### src/rtl/uart_conv_ctrl.sv
// uart_conv_ctrl: circular byte FIFO sequencer over a 512x64 / 4096x8 dual-port RAM,
// 64-bit words in through port A, bytes out through port B with valid/ready.
module uart_conv_ctrl #(
  parameter int RD_LAT = 2,
  parameter int DEPTH_BYTES = 4096
) (
  input  logic        clk,
  input  logic        rst,
  input  logic        flush,
  input  logic        in_valid,
  output logic        in_ready,
  input  logic [63:0] in_data,
  output logic        tx_valid,
  input  logic        tx_ready,
  output logic [7:0]  tx_data,
  output logic [12:0] level,
  output logic [63:0] ram_data_a,
  output logic [8:0]  ram_address_a,
  output logic        ram_wren_a,
  output logic [7:0]  ram_data_b,
  output logic [11:0] ram_address_b,
  output logic        ram_wren_b,
  input  logic [7:0]  ram_q_b
);
  typedef enum logic [1:0] {S_IDLE, S_WAIT, S_HOLD} state_t;
  state_t      state_q, state_d;
  logic [8:0]  wp_q, wp_d;
  logic [11:0] rp_q, rp_d;
  logic [12:0] level_q, level_d;
  logic [1:0]  cnt_q, cnt_d;
  logic [7:0]  tx_data_q, tx_data_d;
  logic [63:0] data_a_q, data_a_d;
  logic        wren_a_q, wren_a_d;
  logic        accept, hs;
  assign in_ready = (level_q + (wren_a_q ? 13'd8 : 13'd0)) <= 13'(DEPTH_BYTES - 8);
  assign tx_valid = state_q == S_HOLD;
  assign tx_data = tx_data_q;
  assign level = level_q;
  assign ram_data_a = data_a_q;
  assign ram_address_a = wp_q;
  assign ram_wren_a = wren_a_q;
  assign ram_data_b = 8'd0;
  assign ram_wren_b = 1'b0;
  // rp only moves on a handshake, so the read address is stable from IDLE through HOLD
  assign ram_address_b = rp_q;
  always_comb begin
    accept = in_valid && in_ready;
    hs = tx_valid && tx_ready;
    wren_a_d = accept;
    data_a_d = accept ? in_data : data_a_q;
    wp_d = wren_a_q ? wp_q + 9'd1 : wp_q;
    rp_d = hs ? rp_q + 12'd1 : rp_q;
    level_d = level_q + (wren_a_q ? 13'd8 : 13'd0) - (hs ? 13'd1 : 13'd0);
    state_d = state_q;
    cnt_d = 2'd0;
    tx_data_d = tx_data_q;
    case (state_q)
      S_IDLE: state_d = (level_q != 13'd0) ? S_WAIT : S_IDLE;
      S_WAIT: begin
        cnt_d = cnt_q + 2'd1;
        if (cnt_q == 2'(RD_LAT - 1)) begin
          state_d = S_HOLD;
          tx_data_d = ram_q_b;
          cnt_d = 2'd0;
        end
      end
      S_HOLD: state_d = tx_ready ? S_IDLE : S_HOLD;
      default: state_d = S_IDLE;
    endcase
  end
  always_ff @(posedge clk) begin
    if (rst || flush) begin
      state_q <= S_IDLE;
      wp_q <= '0;
      rp_q <= '0;
      level_q <= '0;
      cnt_q <= '0;
      tx_data_q <= '0;
      data_a_q <= '0;
      wren_a_q <= 1'b0;
    end else begin
      state_q <= state_d;
      wp_q <= wp_d;
      rp_q <= rp_d;
      level_q <= level_d;
      cnt_q <= cnt_d;
      tx_data_q <= tx_data_d;
      data_a_q <= data_a_d;
      wren_a_q <= wren_a_d;
    end
  end
endmodule

### config.mk
export PLATFORM = sky130hd
export DESIGN_NAME = uart_conv_ctrl
export DESIGN_NICKNAME = d
export VERILOG_FILES = /design/src/rtl/uart_conv_ctrl.sv
export SDC_FILE = /design/constraint.sdc
export NUM_CORES = 1
export LEC_CHECK = 0
export CAP_MARGIN = 15
export CORE_AREA = 8 8 96 120
export DETAILED_ROUTE_END_ITERATION = 6
export DIE_AREA = 0 0 104 128
export GPL_TIMING_DRIVEN = 1
export PLACE_DENSITY = 0.86
export SYNTH_ARGS = -nofsm -noshare
export SYNTH_HDL_FRONTEND = slang
export SYNTH_SLANG_ARGS = --single-unit
export TNS_END_PERCENT = 5
### constraint.sdc
create_clock -name clk -period 7.2 [get_ports clk]
set_clock_uncertainty 0.05 [all_clocks]
set_input_delay 1.8 -clock clk [delete_from_list [all_inputs] [get_ports clk]]
set_output_delay 1.8 -clock clk [all_outputs]
set_load 0.01 [all_outputs]
**After elaboration in Yosys (flattened, before gate mapping)**

Index checks and enable logic that the tools add are counted.

- Add/sub/neg operators: 5
- Magnitude comparators: 1
- Eq/ne operators: 4
- Muxes and demuxes: 6
- Bitwise operators: 1
- Reductions and logical operators: 7

Operators by type and width:

| operator | number |
|---|---|
| 13-bit by 4-bit adder with 13-bit output | 1 |
| 13-bit by 12-bit less-or-equal comparator with 1-bit output (second input constant) | 1 |
| 13-bit nonzero test | 1 |
| 13-bit by 1-bit subtractor with 13-bit output | 1 |
| 12-bit by 1-bit adder with 12-bit output (second input constant) | 1 |
| 9-bit by 1-bit adder with 9-bit output (second input constant) | 1 |
| 2-bit case mux with 3 select lines | 1 |
| 2-bit by 1-bit == test with 1-bit output (second input constant) | 2 |
| 2-bit 2-to-1 mux | 2 |
| 4-bit 2-to-1 mux | 1 |
| 3-bit OR reduction | 1 |
| 2-bit by 1-bit adder with 2-bit output (second input constant) | 1 |
| 2-bit == test (second input constant) | 1 |
| 1-bit logical AND | 2 |
| 2-bit logical NOT | 1 |
| 1-bit 2-to-1 mux | 2 |
| 2-bit != test (second input constant) | 1 |
| 2-bit AND reduction | 1 |
| 1-bit logical OR | 1 |
| 1-bit NOT | 1 |

- Bits in registers: 111
- Bits of input ports: 77
- Output and inout port bits: 118

**Logic depth before layout (Yosys ltp)**

- Word-level depth: 4
- Gate-level depth with buffers: 10
- Gate-level depth less buffers: 8

**Worst setup path after synthesis**

No wires, ideal clock.

- Kind: reg-to-output
- Start: register wren_a_q, in the netlist ram_wren_a
- End: output in_ready
- Data arrival time: 2323 ps
- Path slack: 3027 ps
- Cell stages (with the launch flop): 9
- Path through: dfxtp_1 > ha_1 > ha_1 > nand3_1 > xor2_1 > or4_1 > or4_4 > nor2_1 > nor2_1

- Cells in the longest elaborated chain, start to end: 3

Ends and longest elaborated chain:

| element | line | RTL |
|---|---|---|
| start, declared | 33 | `logic wren_a_q, wren_a_d;` |
| start signal, assigned | 89 | `wren_a_q <= wren_a_d;` |
| 4-bit 2-to-1 mux | 35 | `assign in_ready = (level_q + (wren_a_q ? 13'd8 : 13'd0)) <= 13'(DEPTH_BYTES - 8);` |
| 13-bit by 4-bit adder with 13-bit output | 35 |  |
| 13-bit by 12-bit less-or-equal comparator with 1-bit output | 35 |  |
| end, declared | 11 | `output logic in_ready,` |

No other way between the ends.

**Worst setup path in the final report**

Same ends and word-level chain as after synthesis.

==> results.json <==
{
  "clockBufferDepth": 2,
  "post_drt_wl_per_cell_um": 17.46,
  "cp.required_ns": 5.35,
  "end_kind": "primary output",
  "drt_iter0_markers": 203,
  "outcome": "complete, no violations",
  "routed_wl_mm": 12.49,
  "final_cells": 715,
  "pwr-share-clk": 0.410,
  "rsz0062_at_grt": "false",
  "cts_resized": 0,
  "clock.fmax_mhz": 194.5,
  "yosys-top-cells-area": "dfxtp_1 (52%), a22o_2 (11%), a22o_1 (3.3%)",
  "powerDensity_nw_per_um2": 194.9,
  "ys_seq_area_frac": 0.5225,
  "num_io_pins": 195,
  "drt_pre_antenna_iters": 4,
  "hold_violations": 0,
  "min_period_ns": 5.141,
  "clk_latency_ns": 0.34,
  "maxSlewHeadroom": 0.4307,
  "cts.clk_slew.worst_paths_ns": 0.07,
  "die_h_um": 128,
  "p_sw_frac": 0.2128,
  "maxCapViolCount": 0,
  "ys_seq_elements": 111,
  "core_um2": 9747,
  "power_mw": 1.254,
  "fin_crit_sh": 0.7141,
  "dp.cells": 698,
  "ys.flop_type": "dfxtp_1",
  "grtUsageTotal": 0.1806,
  "antenna_found_initial": 0,
  "synthToLayoutAreaGrowth_pct": 51.22,
  "synth_cell_types": 43,
  "maxSlewViolCount": 0,
  "clock-sinks": 111,
  "power_switching_uw": 266.8,
  "power_frac_seq": 0.505,
  "cts_htree_levels": 3,
  "route.vias.total": 3697,
  "worst_slack_ns": 2.059,
  "worstPathArrival_ns": 3.29,
  "cts_hold_buf": 0,
  "p_leak_nw": 2.363,
  "numCtsBuffers": 9,
  "power.internal_uw": 986.8,
  "drc": 0,
  "worstPathMaxFanout": 7,
  "ys_warn_count": 0,
  "post_drt_via_cell_ratio": 5.171,
  "path_class": "reg -> out",
  "rows": 41,
  "drive_above_1_share": 0.1280,
  "comb_power_share": 0.085,
  "place.detailed.hpwl_mm": 9.552,
  "drtAntennaViolNets": 0,
  "yosys.area.top_type": "dfxtp_1",
  "vdd_ir_drop_max_v": 0.0001266,
  "synth_edf_count": 0,
  "yosysMostFrequentCell": "dfxtp_1",
  "synth_commonest_cells": "dfxtp_1 (111), a22o_2 (48), nor2_1 (36)",
  "place.gp.congestion": 0.9059,
  "design.die.area_um2": 13310,
  "setup_viol": 0,
  "async_flop_share": 0,
  "synth_top_area_frac": 0.5225,
  "die_w_um": 104,
  "tightest_slew_ns": 0.8539,
  "synth_cells": 407,
  "initial_core_util": 0.4363,
  "grt_max_degree": 66,
  "hold_class": "reg -> reg",
  "postCtsSetupRepairBufs": 0,
  "overflow": 0,
  "portBuffers": 185,
  "setup_tns_ns": 0,
  "fin_nets": 665,
  "clock_tree.root_cell": "clkbuf_16",
  "cts_tree": "done",
  "post-place-ws_ns": 2.432,
  "netlist_area_um2": 4253,
  "cp-start-kind": "flop",
  "grt_pass1_wl_mm": 19.58,
  "postSynthAreaPerCell_um2": 10.45,
  "grt_pass1_vias": 3826,
  "num_antenna_cells": 0
}
-- power by group through the flow --
| stage | Sequential [mW] | Clock, mW | Combinational [mW] |
|---|---|---|---|
| after global placement | 0.646 | 0 | 0.104 |
| after floorplan | 0.652 | 0 | 0.0333 |
| after CTS | 0.633 | 0.528 | 0.106 |
| after detailed placement | 0.647 | 0 | 0.106 |
| after global routing | 0.634 | 0.553 | 0.113 |
| final | 0.633 | 0.514 | 0.106 |
-- final timing paths --
kind | slack, ns | cells after the start | endpoint | start
min | 0.38 | 1 | cnt_q[0]$_SDFF_PP0_ | cnt_q[0]$_SDFF_PP0_
max reg2reg | 3.52 | 9 | ram_data_a[59]$_SDFFE_PP0P_ | ram_wren_a$_SDFF_PP0_
min reg2reg | 0.38 | 1 | cnt_q[0]$_SDFF_PP0_ | cnt_q[0]$_SDFF_PP0_
max | 2.06 | 9 | in_ready | ram_wren_a$_SDFF_PP0_
-- logic make-up (layout without fill, tap and decap cells) --
kind of cell | count (synthesis) | count (layout) | share of synthesized area
and+or+nand+nor | 126 | 126 | 0.1480
adders and majority gates | 7 | 7 | 0.02059
muxes | 2 | 2 | 0.004707
AOI/OAI and AO/OA | 95 | 95 | 0.1906
xor gates and xnor gates | 29 | 29 | 0.05972
DFF | 111 | 111 | 0.5225
buffers and inverters | 36 | 207 | 0.05296
other | 1 | 9 | 0.0008818
-- worst max-delay path, cell delays in order, from the launching register on --
cell and delay [ns]:
dfxtp_1 0.46, ha_1 0.24, ha_1 0.27, nand3_1 0.12, xor2_1 0.19, or4_1 0.43, or4_4 0.58, nor2_1 0.11
nor2_1 0.05, clkdlybuf4s50_1 0.51
-- per-layer routing --
metal | global-route usage | part of all wire | up-vias
li1 | - | - | 1788
met1 | 0.1862 | 0.39 | 1743
met2 | 0.3188 | 0.52 | 137
met3 | 0.05483 | 0.066 | 29
met4 | 0.1059 | 0.031 | 0
met5 | 0 | 0 | -
-- sequential cells by signal, indices dropped and copies added, names as in the netlist --
| register | flops |
|---|---|
| level | 13 |
| state_q | 2 |
| ram_address_b | 12 |
| ram_data_a | 64 |
| ram_wren_a | 1 |
| tx_data | 8 |
| cnt_q | 2 |
| ram_address_a | 9 |
-- cells in the final DEF (no fill, tap or decap), types with 6 or more instances in the layout --
| cell | Yosys | routed |
|---|---|---|
| clkbuf_16 | 0 | 9 |
| conb_1 | 1 | 9 |
| nand3_1 | 6 | 6 |
| a22o_1 | 16 | 16 |
| dfxtp_1 | 111 | 111 |
| clkdlybuf4s50_1 | 0 | 185 |
| o21ai_0 | 6 | 6 |
| nor2_1 | 36 | 36 |
| nand4_1 | 13 | 13 |
| xnor2_1 | 14 | 14 |
| a22o_2 | 48 | 48 |
| a21oi_1 | 17 | 17 |
| xor2_1 | 15 | 15 |
| ha_1 | 7 | 7 |
| nand2_1 | 32 | 32 |
| or3_1 | 6 | 6 |
-- stage by stage --
stage                 util  hold slack [ns]  instance area, um^2
global placement    0.6253           0.3640                 6095
finish              0.6598           0.3752                 6431
detailed placement  0.6253           0.3699                 6095
global route        0.6598           0.4093                 6431
CTS                 0.6578           0.3804                 6411
floorplan                -           0.3552                 4283
-- layout make-up --
| class | instances | area, um^2 |
|---|---|---|
| Clock buffer | 11 | 252.7 |
| Clock inverter | 5 | 63.81 |
| Fill cell | 757 | 3316 |
| Inverter | 4 | 15.01 |
| Multi-Input combinational cell | 268 | 1837 |
| Sequential cell | 111 | 2222 |
| Tap cell | 129 | 161.4 |
| Timing Repair Buffer | 187 | 1879 |
Power figures use the tool's default switching activity.
